`config.mk`:
```
export PLATFORM = sky130hd
export DESIGN_NAME = adc_uart_reporter
export DESIGN_NICKNAME = d
export VERILOG_FILES = /design/src/rtl/adc_uart_pkg.sv /design/src/rtl/adc_uart_reporter_uart.sv /design/src/rtl/adc_uart_reporter.sv
export SDC_FILE = /design/constraint.sdc
export NUM_CORES = 1
export LEC_CHECK = 0
export ABC_AREA = 1
export CAP_MARGIN = 10
export CORE_MARGIN = 5
export CORE_UTILIZATION = 35
export DETAILED_ROUTE_END_ITERATION = 10
export DONT_BUFFER_PORTS = 1
export PLACE_DENSITY_LB_ADDON = 0.12
export SETUP_SLACK_MARGIN = 0.5
export SYNTH_ARGS = -nofsm -noshare
export SYNTH_HDL_FRONTEND = slang
export SYNTH_SLANG_ARGS = --single-unit
```
`constraint.sdc`:
```
create_clock -name CLK -period 1.64 [get_ports CLK]
set_input_delay 0.164 -clock CLK [delete_from_list [all_inputs] [get_ports CLK]]
set_output_delay 0.164 -clock CLK [all_outputs]
set_load 0.02 [all_outputs]
```
`src/rtl/adc_uart_pkg.sv`:
```
// Shared types and constants for the ADC-to-UART decimal reporter.
// Build option: ADC_UART_PARITY_EN adds an even-parity bit to every byte.
package adc_uart_pkg;

  typedef enum logic [1:0] {
    ST_IDLE,
    ST_CONV,
    ST_SEND
  } state_t;

  localparam logic [7:0] ASC_ZERO = 8'h30;
  localparam logic [7:0] ASC_CR   = 8'h0D;
  localparam logic [7:0] ASC_LF   = 8'h0A;

  localparam int BYTES_PER_FRAME = 6;
  localparam int CONV_CYCLES     = 10;

`ifdef ADC_UART_PARITY_EN
  localparam int BITS_PER_BYTE = 11;
`else
  localparam int BITS_PER_BYTE = 10;
`endif

  // One double-dabble iteration: add 3 to nibbles >= 5, then shift in bit_in.
  function automatic logic [15:0] dabble_step(input logic [15:0] bcd, input logic bit_in);
    logic [15:0] adj;
    for (int unsigned i = 0; i < 4; i++) begin
      adj[4*i +: 4] = (bcd[4*i +: 4] >= 4'd5) ? bcd[4*i +: 4] + 4'd3 : bcd[4*i +: 4];
    end
    return {adj[14:0], bit_in};
  endfunction

  function automatic logic [7:0] frame_byte(input logic [2:0] idx, input logic [15:0] bcd);
    case (idx)
      3'd0:    return ASC_ZERO + {4'h0, bcd[15:12]};
      3'd1:    return ASC_ZERO + {4'h0, bcd[11:8]};
      3'd2:    return ASC_ZERO + {4'h0, bcd[7:4]};
      3'd3:    return ASC_ZERO + {4'h0, bcd[3:0]};
      3'd4:    return ASC_CR;
      default: return ASC_LF;
    endcase
  endfunction

endpackage

```
`src/rtl/adc_uart_reporter_uart.sv`:
```
// Single-byte UART transmitter with registered TX; a load on the done cycle
// chains the next start bit directly after the stop bit.
module uart_tx_byte
  import adc_uart_pkg::*;
#(
  parameter int BAUD_DIV = 434
) (
  input  logic       i_clk,
  input  logic       i_rst_n,
  input  logic       i_load,
  input  logic [7:0] i_data,
  output logic       o_tx,
  output logic       o_done
);

  localparam int             BW        = $clog2(BAUD_DIV);
  localparam logic [BW-1:0]  BAUD_LAST = BW'(BAUD_DIV - 1);
  localparam logic [3:0]     BIT_LAST  = 4'(BITS_PER_BYTE - 1);

  logic          r_active;
  logic [BW-1:0] r_baud;
  logic [3:0]    r_bit;
  logic [7:0]    r_data;
  logic          r_tx;

  logic          w_wrap;
  logic [3:0]    w_bit_nx;
  logic [2:0]    w_data_idx;
  logic          w_bit_val;

  assign w_wrap     = r_active && (r_baud == BAUD_LAST);
  assign w_bit_nx   = r_bit + 4'd1;
  assign w_data_idx = 3'(w_bit_nx - 4'd1);

  // Value of the bit that starts when the current one wraps (start bit is set on load).
  always_comb begin
    w_bit_val = 1'b1;
    if (w_bit_nx <= 4'd8) begin
      w_bit_val = r_data[w_data_idx];
    end
`ifdef ADC_UART_PARITY_EN
    else if (w_bit_nx == 4'd9) begin
      w_bit_val = ^r_data;
    end
`endif
  end

  assign o_done = w_wrap && (r_bit == BIT_LAST);
  assign o_tx   = r_tx;

  always_ff @(posedge i_clk or negedge i_rst_n) begin
    if (!i_rst_n) begin
      r_active <= 1'b0;
      r_baud   <= '0;
      r_bit    <= '0;
      r_data   <= '0;
      r_tx     <= 1'b1;
    end else if (i_load) begin
      r_active <= 1'b1;
      r_baud   <= '0;
      r_bit    <= '0;
      r_data   <= i_data;
      r_tx     <= 1'b0;
    end else if (r_active) begin
      if (w_wrap) begin
        r_baud <= '0;
        if (r_bit == BIT_LAST) begin
          r_active <= 1'b0;
          r_bit    <= '0;
          r_tx     <= 1'b1;
        end else begin
          r_bit <= w_bit_nx;
          r_tx  <= w_bit_val;
        end
      end else begin
        r_baud <= r_baud + BW'(1);
      end
    end
  end

endmodule

```
`src/rtl/adc_uart_reporter.sv`:
```
// Latches a 10-bit ADC sample, converts it to 4 BCD digits and sends "DDDD\r\n".
// Build option: ADC_UART_PARITY_EN (even parity per byte, see uart_tx_byte).
module adc_uart_reporter
  import adc_uart_pkg::*;
#(
  parameter int CLK_FREQ = 50_000_000,
  parameter int BAUD     = 115_200
) (
  input  logic       CLK,
  input  logic       RSTn,
  input  logic [9:0] Sample_In,
  input  logic       Sample_Valid,
  output logic       UART_TX,
  output logic       Busy,
  output logic       Frame_Done
);

  // Must come out at 2 or more for the UART counters to make sense.
  localparam int         BAUD_DIV  = CLK_FREQ / BAUD;
  localparam logic [2:0] LAST_BYTE = 3'(BYTES_PER_FRAME - 1);
  localparam logic [3:0] CONV_LAST = 4'(CONV_CYCLES - 1);

  state_t      r_state, w_state_nx;
  logic [9:0]  r_sample;
  logic [15:0] r_bcd;
  logic [3:0]  r_conv_cnt;
  logic [2:0]  r_byte_idx;
  logic        r_frame_done;

  logic [15:0] w_bcd_nx;
  logic        w_load;
  logic [7:0]  w_load_data;
  logic        w_byte_done;
  logic        w_frame_end;

  assign w_bcd_nx    = dabble_step(r_bcd, r_sample[9]);
  assign w_frame_end = (r_state == ST_SEND) && w_byte_done && (r_byte_idx == LAST_BYTE);

  always_ff @(posedge CLK or negedge RSTn) begin
    if (!RSTn) r_state <= ST_IDLE;
    else       r_state <= w_state_nx;
  end

  // The first byte is loaded on the last CONV cycle from the final BCD value so
  // the start bit appears in the first SEND cycle.
  always_comb begin
    w_state_nx  = r_state;
    w_load      = 1'b0;
    w_load_data = '0;
    case (r_state)
      ST_IDLE: begin
        if (Sample_Valid) w_state_nx = ST_CONV;
      end
      ST_CONV: begin
        if (r_conv_cnt == CONV_LAST) begin
          w_state_nx  = ST_SEND;
          w_load      = 1'b1;
          w_load_data = frame_byte(3'd0, w_bcd_nx);
        end
      end
      ST_SEND: begin
        if (w_byte_done) begin
          if (r_byte_idx == LAST_BYTE) begin
            w_state_nx = ST_IDLE;
          end else begin
            w_load      = 1'b1;
            w_load_data = frame_byte(r_byte_idx + 3'd1, r_bcd);
          end
        end
      end
      default: w_state_nx = ST_IDLE;
    endcase
  end

  always_ff @(posedge CLK or negedge RSTn) begin
    if (!RSTn) begin
      r_sample     <= '0;
      r_bcd        <= '0;
      r_conv_cnt   <= '0;
      r_byte_idx   <= '0;
      r_frame_done <= 1'b0;
    end else begin
      r_frame_done <= w_frame_end;
      case (r_state)
        ST_IDLE: begin
          if (Sample_Valid) begin
            r_sample   <= Sample_In;
            r_bcd      <= '0;
            r_conv_cnt <= '0;
          end
        end
        ST_CONV: begin
          r_bcd      <= w_bcd_nx;
          r_sample   <= {r_sample[8:0], 1'b0};
          r_conv_cnt <= r_conv_cnt + 4'd1;
          if (r_conv_cnt == CONV_LAST) r_byte_idx <= '0;
        end
        ST_SEND: begin
          if (w_byte_done && (r_byte_idx != LAST_BYTE)) r_byte_idx <= r_byte_idx + 3'd1;
        end
        default: ;
      endcase
    end
  end

  uart_tx_byte #(
    .BAUD_DIV(BAUD_DIV)
  ) u_tx (
    .i_clk  (CLK),
    .i_rst_n(RSTn),
    .i_load (w_load),
    .i_data (w_load_data),
    .o_tx   (UART_TX),
    .o_done (w_byte_done)
  );

  assign Busy       = (r_state != ST_IDLE);
  assign Frame_Done = r_frame_done;

endmodule
```
### Word level (Yosys, flattened, before mapping)

Cells that the tools add are included.

| storage, ports and cells | value |
|---|---|
| bits in writable memories | 0 |
| bits in latches | 0 |
| memory bits (read-only) | 0 |
| flip-flop bits (word level) | 59 |
| bits of input ports | 13 |
| word-level logic and storage cells | 108 |
| memories | 0 |

| cells by class | value |
|---|---|
| $lt $le $gt $ge | 6 |
| reductions and logical operators | 16 |
| multipliers | 0 |
| $add $sub $neg | 14 |
| divide/modulo/power cells | 0 |
| shifts and indexed selects | 0 |
| mux-type cells | 45 |
| bitwise logic cells | 0 |
| equality and inequality tests | 16 |

Operators with widths:

| kind | number |
|---|---|
| $add A6 B4 Y7 const A | 5 |
| $pmux W7 S5 | 1 |
| $mux W4 | 8 |
| $pmux W16 S2 | 1 |
| $mux W9 | 3 |
| $mux W7 | 3 |
| $pmux W10 S2 | 1 |
| $ge A4 B3 Y1 const B | 4 |
| $mux W16 | 1 |
| $pmux W7 S2 | 1 |
| $mux W1 | 13 |
| $add A4 B2 Y4 const B | 3 |
| $mux W10 | 1 |
| $reduce_bool A2 Y1 | 5 |
| $add A9 B1 Y9 const B | 1 |
| $eq A9 B9 Y1 const B | 1 |
| $mux W3 | 3 |
| $add A4 B1 Y4 const B | 2 |
| $eq A4 B4 Y1 const B | 2 |
| $mux W2 | 4 |
| $pmux W4 S2 | 1 |
| $eq A3 B2 Y1 const B | 2 |
| $eq A3 B3 Y1 const B | 2 |
| $ne A2 B2 Y1 const B | 3 |
| other kinds (20) | 26 |

### Longest topological paths before layout

| logic depth | value |
|---|---|
| depth after elaboration | 9 |
| mapped depth | 13 |

### Modules after synthesis

From an unflattened synthesis, not the netlist that was laid out.

| unflattened totals | value |
|---|---|
| cell total of the unflattened synthesis | 481 |
| area, all modules | 3606.0 um^2 |

By module, submodules not included:

| module | times used | area an instance (um^2) | seq. area each (um^2) | cells an instance |
|---|---|---|---|---|
| adc_uart_reporter | 1 | 2260.9 | 900.9 | 298 |
| uart_tx_byte | 1 | 1345.0 | 576.8 | 183 |

### Worst setup path before layout

No wires, ideal clock.

| path | value |
|---|---|
| path type | flip-flop to flip-flop |
| start point | register r_state[0] |
| end point | register r_conv_cnt[3] |
| slack | -86 ps |
| clock period less this slack | 1726 ps |
| arrival time | 1602 ps |
| stages on the path, launching flop included | 12 |
| buffers on the path | 1 |
| cells stage by stage | dfrtp_1 > inv_1 > ha_1 > inv_1 > nor2_1 > nor2_1 > inv_2 > nand2_1 > buf_2 > nand4_1 > o21ai_0 > a21oi_1 |

| on the way | value |
|---|---|
| cells in the longest elaborated chain, start to end | 3 |
| elaborated cells between the ends (all ways) | 6 |
| classes of those cells | eq/ne: 2; mux: 1; reduce/logical: 3 |

Ends and longest elaborated chain:

| what | line | source |
|---|---|---|
| start: declaration | adc_uart_reporter.sv:23 | `state_t r_state, w_state_nx;` |
| start signal: assignment | adc_uart_reporter.sv:41 | `else r_state <= w_state_nx;` |
| $eq A2 B1 Y1 / $logic_not A2 Y1 (equally long branches) | adc_uart_reporter.sv:84 | `case (r_state)` |
| $reduce_bool A2 Y1 (no line) / $ne A2 B2 Y1 (equally long branches) | n/a |  |
| $reduce_and A2 Y1 (no line) | n/a |  |
| end signal: assignment | adc_uart_reporter.sv:95 | `r_conv_cnt <= r_conv_cnt + 4'd1;` |
| end: declaration | adc_uart_reporter.sv:26 | `logic [3:0] r_conv_cnt;` |

Parallel ways exist; a longest one is shown, timed or not.
A chain may end at the register's enable or synchronous reset.

### Worst setup path in the final report

| path | value |
|---|---|
| start point | register r_byte_idx[1] |
| end point | register u_tx.r_baud[8] |

| on the way | value |
|---|---|
| cells in the longest elaborated chain, start to end | 5 |
| elaborated cells between the ends (all ways) | 6 |
| classes of those cells | eq/ne: 1; mux: 4; reduce/logical: 1 |

Ends and longest elaborated chain:

| what | line | source |
|---|---|---|
| start: declaration | adc_uart_reporter.sv:27 | `logic [2:0] r_byte_idx;` |
| start signal: assignment | adc_uart_reporter.sv:99 | `if (w_byte_done && (r_byte_idx != LAST_BYTE)) r_byte_idx <= r_byte_idx + 3'd1;` |
| $eq A3 B3 Y1 * | adc_uart_reporter.sv:63 | `if (r_byte_idx == LAST_BYTE) begin` |
| $mux W1 * | adc_uart_reporter.sv:63 |  |
| $mux W1 * | adc_uart_reporter.sv:62 | `if (w_byte_done) begin` |
| $pmux W1 S2 * | adc_uart_reporter.sv:50 | `case (r_state)` |
| $mux W9 / $reduce_bool A2 Y1 (equally long branches) | n/a |  |
| end signal: assignment | adc_uart_reporter_uart.sv:76 | `r_baud <= r_baud + BW'(1);` |
| end: declaration | adc_uart_reporter_uart.sv:21 | `logic [BW-1:0] r_baud;` |

Mark *: on every way between the ends. The rest lies on a longest branch, timed or not.

==> impl_metrics.json <==
{
  "status": "complete, but fails checks",
  "violations": "hold timing",
  "cell_count_after_placement": 619,
  "routed_via_density": 4.955,
  "crit_path_max_incr_delay_ns": 0.45,
  "grt-ovfl-total": 0,
  "clock_transition_time_at_the_flip_flop_clock_pins_of_the_worst_setup_and_hold_paths_ns": 0.10,
  "synth_fa_ha_area_share_pct": 7.977,
  "min_period_over_period_pct": 98.14,
  "globalRouteTotalUtil_pct": 16.22,
  "critical_path.startpoint": "r_byte_idx[1]",
  "netlist.area_leader.share_pct": 39.88,
  "drive_above_1_share_pct": 36.84,
  "ys.flop_type": "sky130_fd_sc_hd__dfrtp_1",
  "grt_max_degree": 57,
  "yosysWarnings": 0,
  "ys_top_cells_by_area": "sky130_fd_sc_hd__dfrtp_1 40%, sky130_fd_sc_hd__nand3_1 8.8%, sky130_fd_sc_hd__nand2_1 8.7%",
  "timing.final.max_slew_violations": 0,
  "num-nets-final": 566,
  "synth_area_mm2": 0.003451,
  "finalWeightedCongestion": 0.8072,
  "r2r-start": "r_byte_idx[1]",
  "synth_cell_count_leaders": "80 x sky130_fd_sc_hd__nand2_1, 61 x sky130_fd_sc_hd__nand3_1, 57 x sky130_fd_sc_hd__inv_1",
  "register_to_register_path_depth": 10,
  "yosys-mux-area-fraction_pct": 0,
  "final_cell_area_mm2": 0.004960,
  "core_area_mm2": 0.009684,
  "worstSetupPathType": "reg -> reg",
  "crit_arrival_ns": 1.81,
  "worst_hold_slack_ns": -0.4639,
  "detailedRoute.firstPassIterationCount": 6,
  "hold_path.class": "in -> async",
  "internal_power_w": 0.003763,
  "timing_hold_violations_final": 56,
  "total_switching_power_w": 0.002432,
  "yosys.area.top_type": "sky130_fd_sc_hd__dfrtp_1",
  "placement.cell_area_mm2": 0.003971,
  "postSynthAreaPerCell_um2": 7.618,
  "kind_of_end_point_of_the_critical_path": "flop",
  "ctsLongestPathBuffers": 2,
  "fill_count": 917,
  "crit_path_start_kind": "flop",
  "dp.final_hpwl_um": 5984,
  "detailedRoute.firstIterationViolations": 147,
  "static_leakage_nw": 2.270,
  "synth_simple_gate_area_share_pct": 28.75,
  "syn_to_final_growth_pct": 43.73,
  "crit_end": "u_tx.r_baud[8]",
  "clockRootBuffer": "sky130_fd_sc_hd__clkbuf_8",
  "row_count": 36,
  "chipHeight_um": 109.3,
  "tritoncts_num_sinks": 56,
  "synth_enable_flop_cells": 0,
  "timing.critical_path.buf_inv": 2,
  "die_width_um": 109.3,
  "layoutNonFillerInstCount": 665,
  "syn-instance-count": 453,
  "start_util_pct": 35.63,
  "postSynthNetCount": 488,
  "cp.depth": 10,
  "post-synth-top-count-cell": "sky130_fd_sc_hd__nand2_1",
  "p_comb_share_pct": 56.4,
  "ant_nets": 0,
  "final-setup-viol-count": 0,
  "ys_ff_latch": 56,
  "worst_skew_pair.late_latency_ns": 0.31,
  "synth-xor-area-share_pct": 1.777,
  "design.portCount": 16,
  "postCtsHoldBufs": 6,
  "worst-r2r-setup-slack_ns": 0.03,
  "critPathTopFamily": "simple AND/OR/NAND/NOR gates",
  "grt_setup_unrepaired": "true",
  "multi_input_gate_area_in_the_final_layout_mm2": 0.002242,
  "fin_crit_ns": 1.609,
  "n_antenna_cell": 0,
  "clock.fmax_mhz": 621.3,
  "cellPowerDensity_mw_per_mm2": 1249,
  "synth_top_family_by_area": "simple AND/OR/NAND/NOR gates",
  "floorplan.die_area_mm2": 0.01195,
  "critPathSlowestCell": "sky130_fd_sc_hd__dfrtp_1",
  "crit-reg2reg-capture": "u_tx.r_baud[8]",
  "vias": 3295,
  "p_sw_share_pct": 39.26,
  "fin_tns_setup_ns": 0,
  "place_worst_setup_slack_ns": -0.07673,
  "fin_skew_ns": 0.01233,
  "peakVddDrop_v": 0.0009539,
  "critPathMaxFanout": 7,
  "area.sequential_mm2": 0.001406,
  "cp_cell_sequence": "inv_2 -> ha_4 -> nand2_1 -> inv_2 -> nor2_4 -> nand3_4 -> nand2_8 -> nand2_8 -> nand3_1 -> o21ai_2",
  "transition_at_the_pin_with_the_smallest_max_transition_slack_ns": 0.4143,
  "clock_tree_from_tritoncts": "done",
  "routed_wire_length_per_instance_um": 13.61,
  "finalWorstSetupSlack_ns": 0.03052,
  "number_of_clock_buffers_inserted_by_tritoncts": 5,
  "relSlewSlack_pct": 72.26,
  "cap_violations": 0,
  "worstPathRequired_ns": 1.84,
  "seq_power_share_pct": 31.5,
  "synthDistinctLibCells": 31,
  "detail_route.wirelength_um": 9052,
  "antenna_found_initial": 0,
  "clock_power_share_pct": 12.2,
  "async_reset_ff_share_pct": 100.0,
  "seq_area_frac_synth_pct": 40.65,
  "clock_tree.htree_level_count": 2,
  "port_buffers": 0,
  "grt_first_pass_wirelength_um": 15450,
  "fraction_of_the_mapped_netlist_area_in_compound_gates_pct": 12.65,
  "drc": 0,
  "via_count_of_the_first_global_routing_pass": 3274
}
[sequential cells by signal, indices dropped and copies added, names as in the netlist, 2 cells and up]
| name | count |
|---|---|
| r_conv_cnt | 4 |
| r_state | 2 |
| u_tx.r_baud | 9 |
| u_tx.r_data | 5 |
| u_tx.r_bit | 4 |
| r_sample | 10 |
| r_bcd | 16 |
| r_byte_idx | 3 |
[cell usage in the layout, fill, tap and decap left out, drive strengths merged]
| cell | count |
|---|---|
| a22oi | 2 |
| xnor2 | 2 |
| a21oi | 14 |
| nand4 | 11 |
| a31oi | 9 |
| o21ai | 44 |
| clkbuf | 8 |
| nor2 | 54 |
| xor2 | 5 |
| clkinv | 2 |
| o211ai | 2 |
| nor3b | 1 |
| ha | 22 |
| dlygate4sd3 | 6 |
| inv | 58 |
| buf | 74 |
| a32o | 1 |
| dfstp | 1 |
| nor3 | 2 |
| o32ai | 1 |
| or2 | 2 |
| dfrtp | 55 |
| nand3 | 62 |
| nand2 | 88 |
| o22ai | 6 |
[worst min-delay path by stage]
stage	start	cells after the start	to
after floorplan	RSTn	0	Frame_Done
after global placement	RSTn	0	u_tx.r_baud[8]
after detailed placement	RSTn	0	u_tx.r_baud[8]
after CTS	RSTn	0	r_conv_cnt[3]
after global routing	RSTn	0	r_bcd[11]
final	RSTn	0	r_bcd[11]
[routing by layer]
| metal | track usage, % | wire, µm |
|---|---|---|
| met1 | 20.31 | 4022 |
| met2 | 28.77 | 4540 |
| met3 | 2.819 | 318 |
| met4 | 4.452 | 171 |
| met5 | 0 | 0 |
[cell families (layout without fill, tap and decap cells)]
group                      after synthesis  in the layout
AOI/OAI and AO/OA                       79             79
xor gates and xnor gates                 7              7
adders and majority gates               22             22
buffers and inverters                   71            148
DFF                                     56             56
and+or+nand+nor                        218            220
[power groups by stage]
| stage | logic (W) | clock network (W) | registers [W] |
|---|---|---|---|
| floorplan | 0.00150 | 0 | 0.00193 |
| global placement | 0.00204 | 0 | 0.00195 |
| detailed placement | 0.00205 | 0 | 0.00196 |
| CTS | 0.00304 | 0.000780 | 0.00194 |
| global route | 0.00382 | 0.000852 | 0.00200 |
| finish | 0.00349 | 0.000753 | 0.00195 |
[stage by stage]
step	power (W)	util [%]	hold WS, ns
2_1_floorplan	0.003430	-	-0.1316
3_3_place_gp	0.003992	41.01	-0.1287
3_5_place_dp	0.004004	41.01	-0.1290
4_1_cts	0.005767	47.74	-0.4725
5_1_grt	0.006675	51.21	-0.4919
6_report	0.006194	51.21	-0.4639
[repair_timing]
action                     in CTS  in global routing
resized for setup              67                 64
setup buffers                  11                 12
setup endpoints to repair      57                 57
cloned                          8                  1
pin swaps                      19                 29
hold endpoints to repair       62                 56
[cell type report]
cell class,instances,area share [%]
multi-input cells,328,45.21
flip-flops and latches,56,28.36
repair buffers,81,16.62
inverters,59,4.818
well taps,133,3.355
clock buffers,7,1.539
clock inverters,1,0.1009
Note: power is estimated with default switching activity, not from simulation.
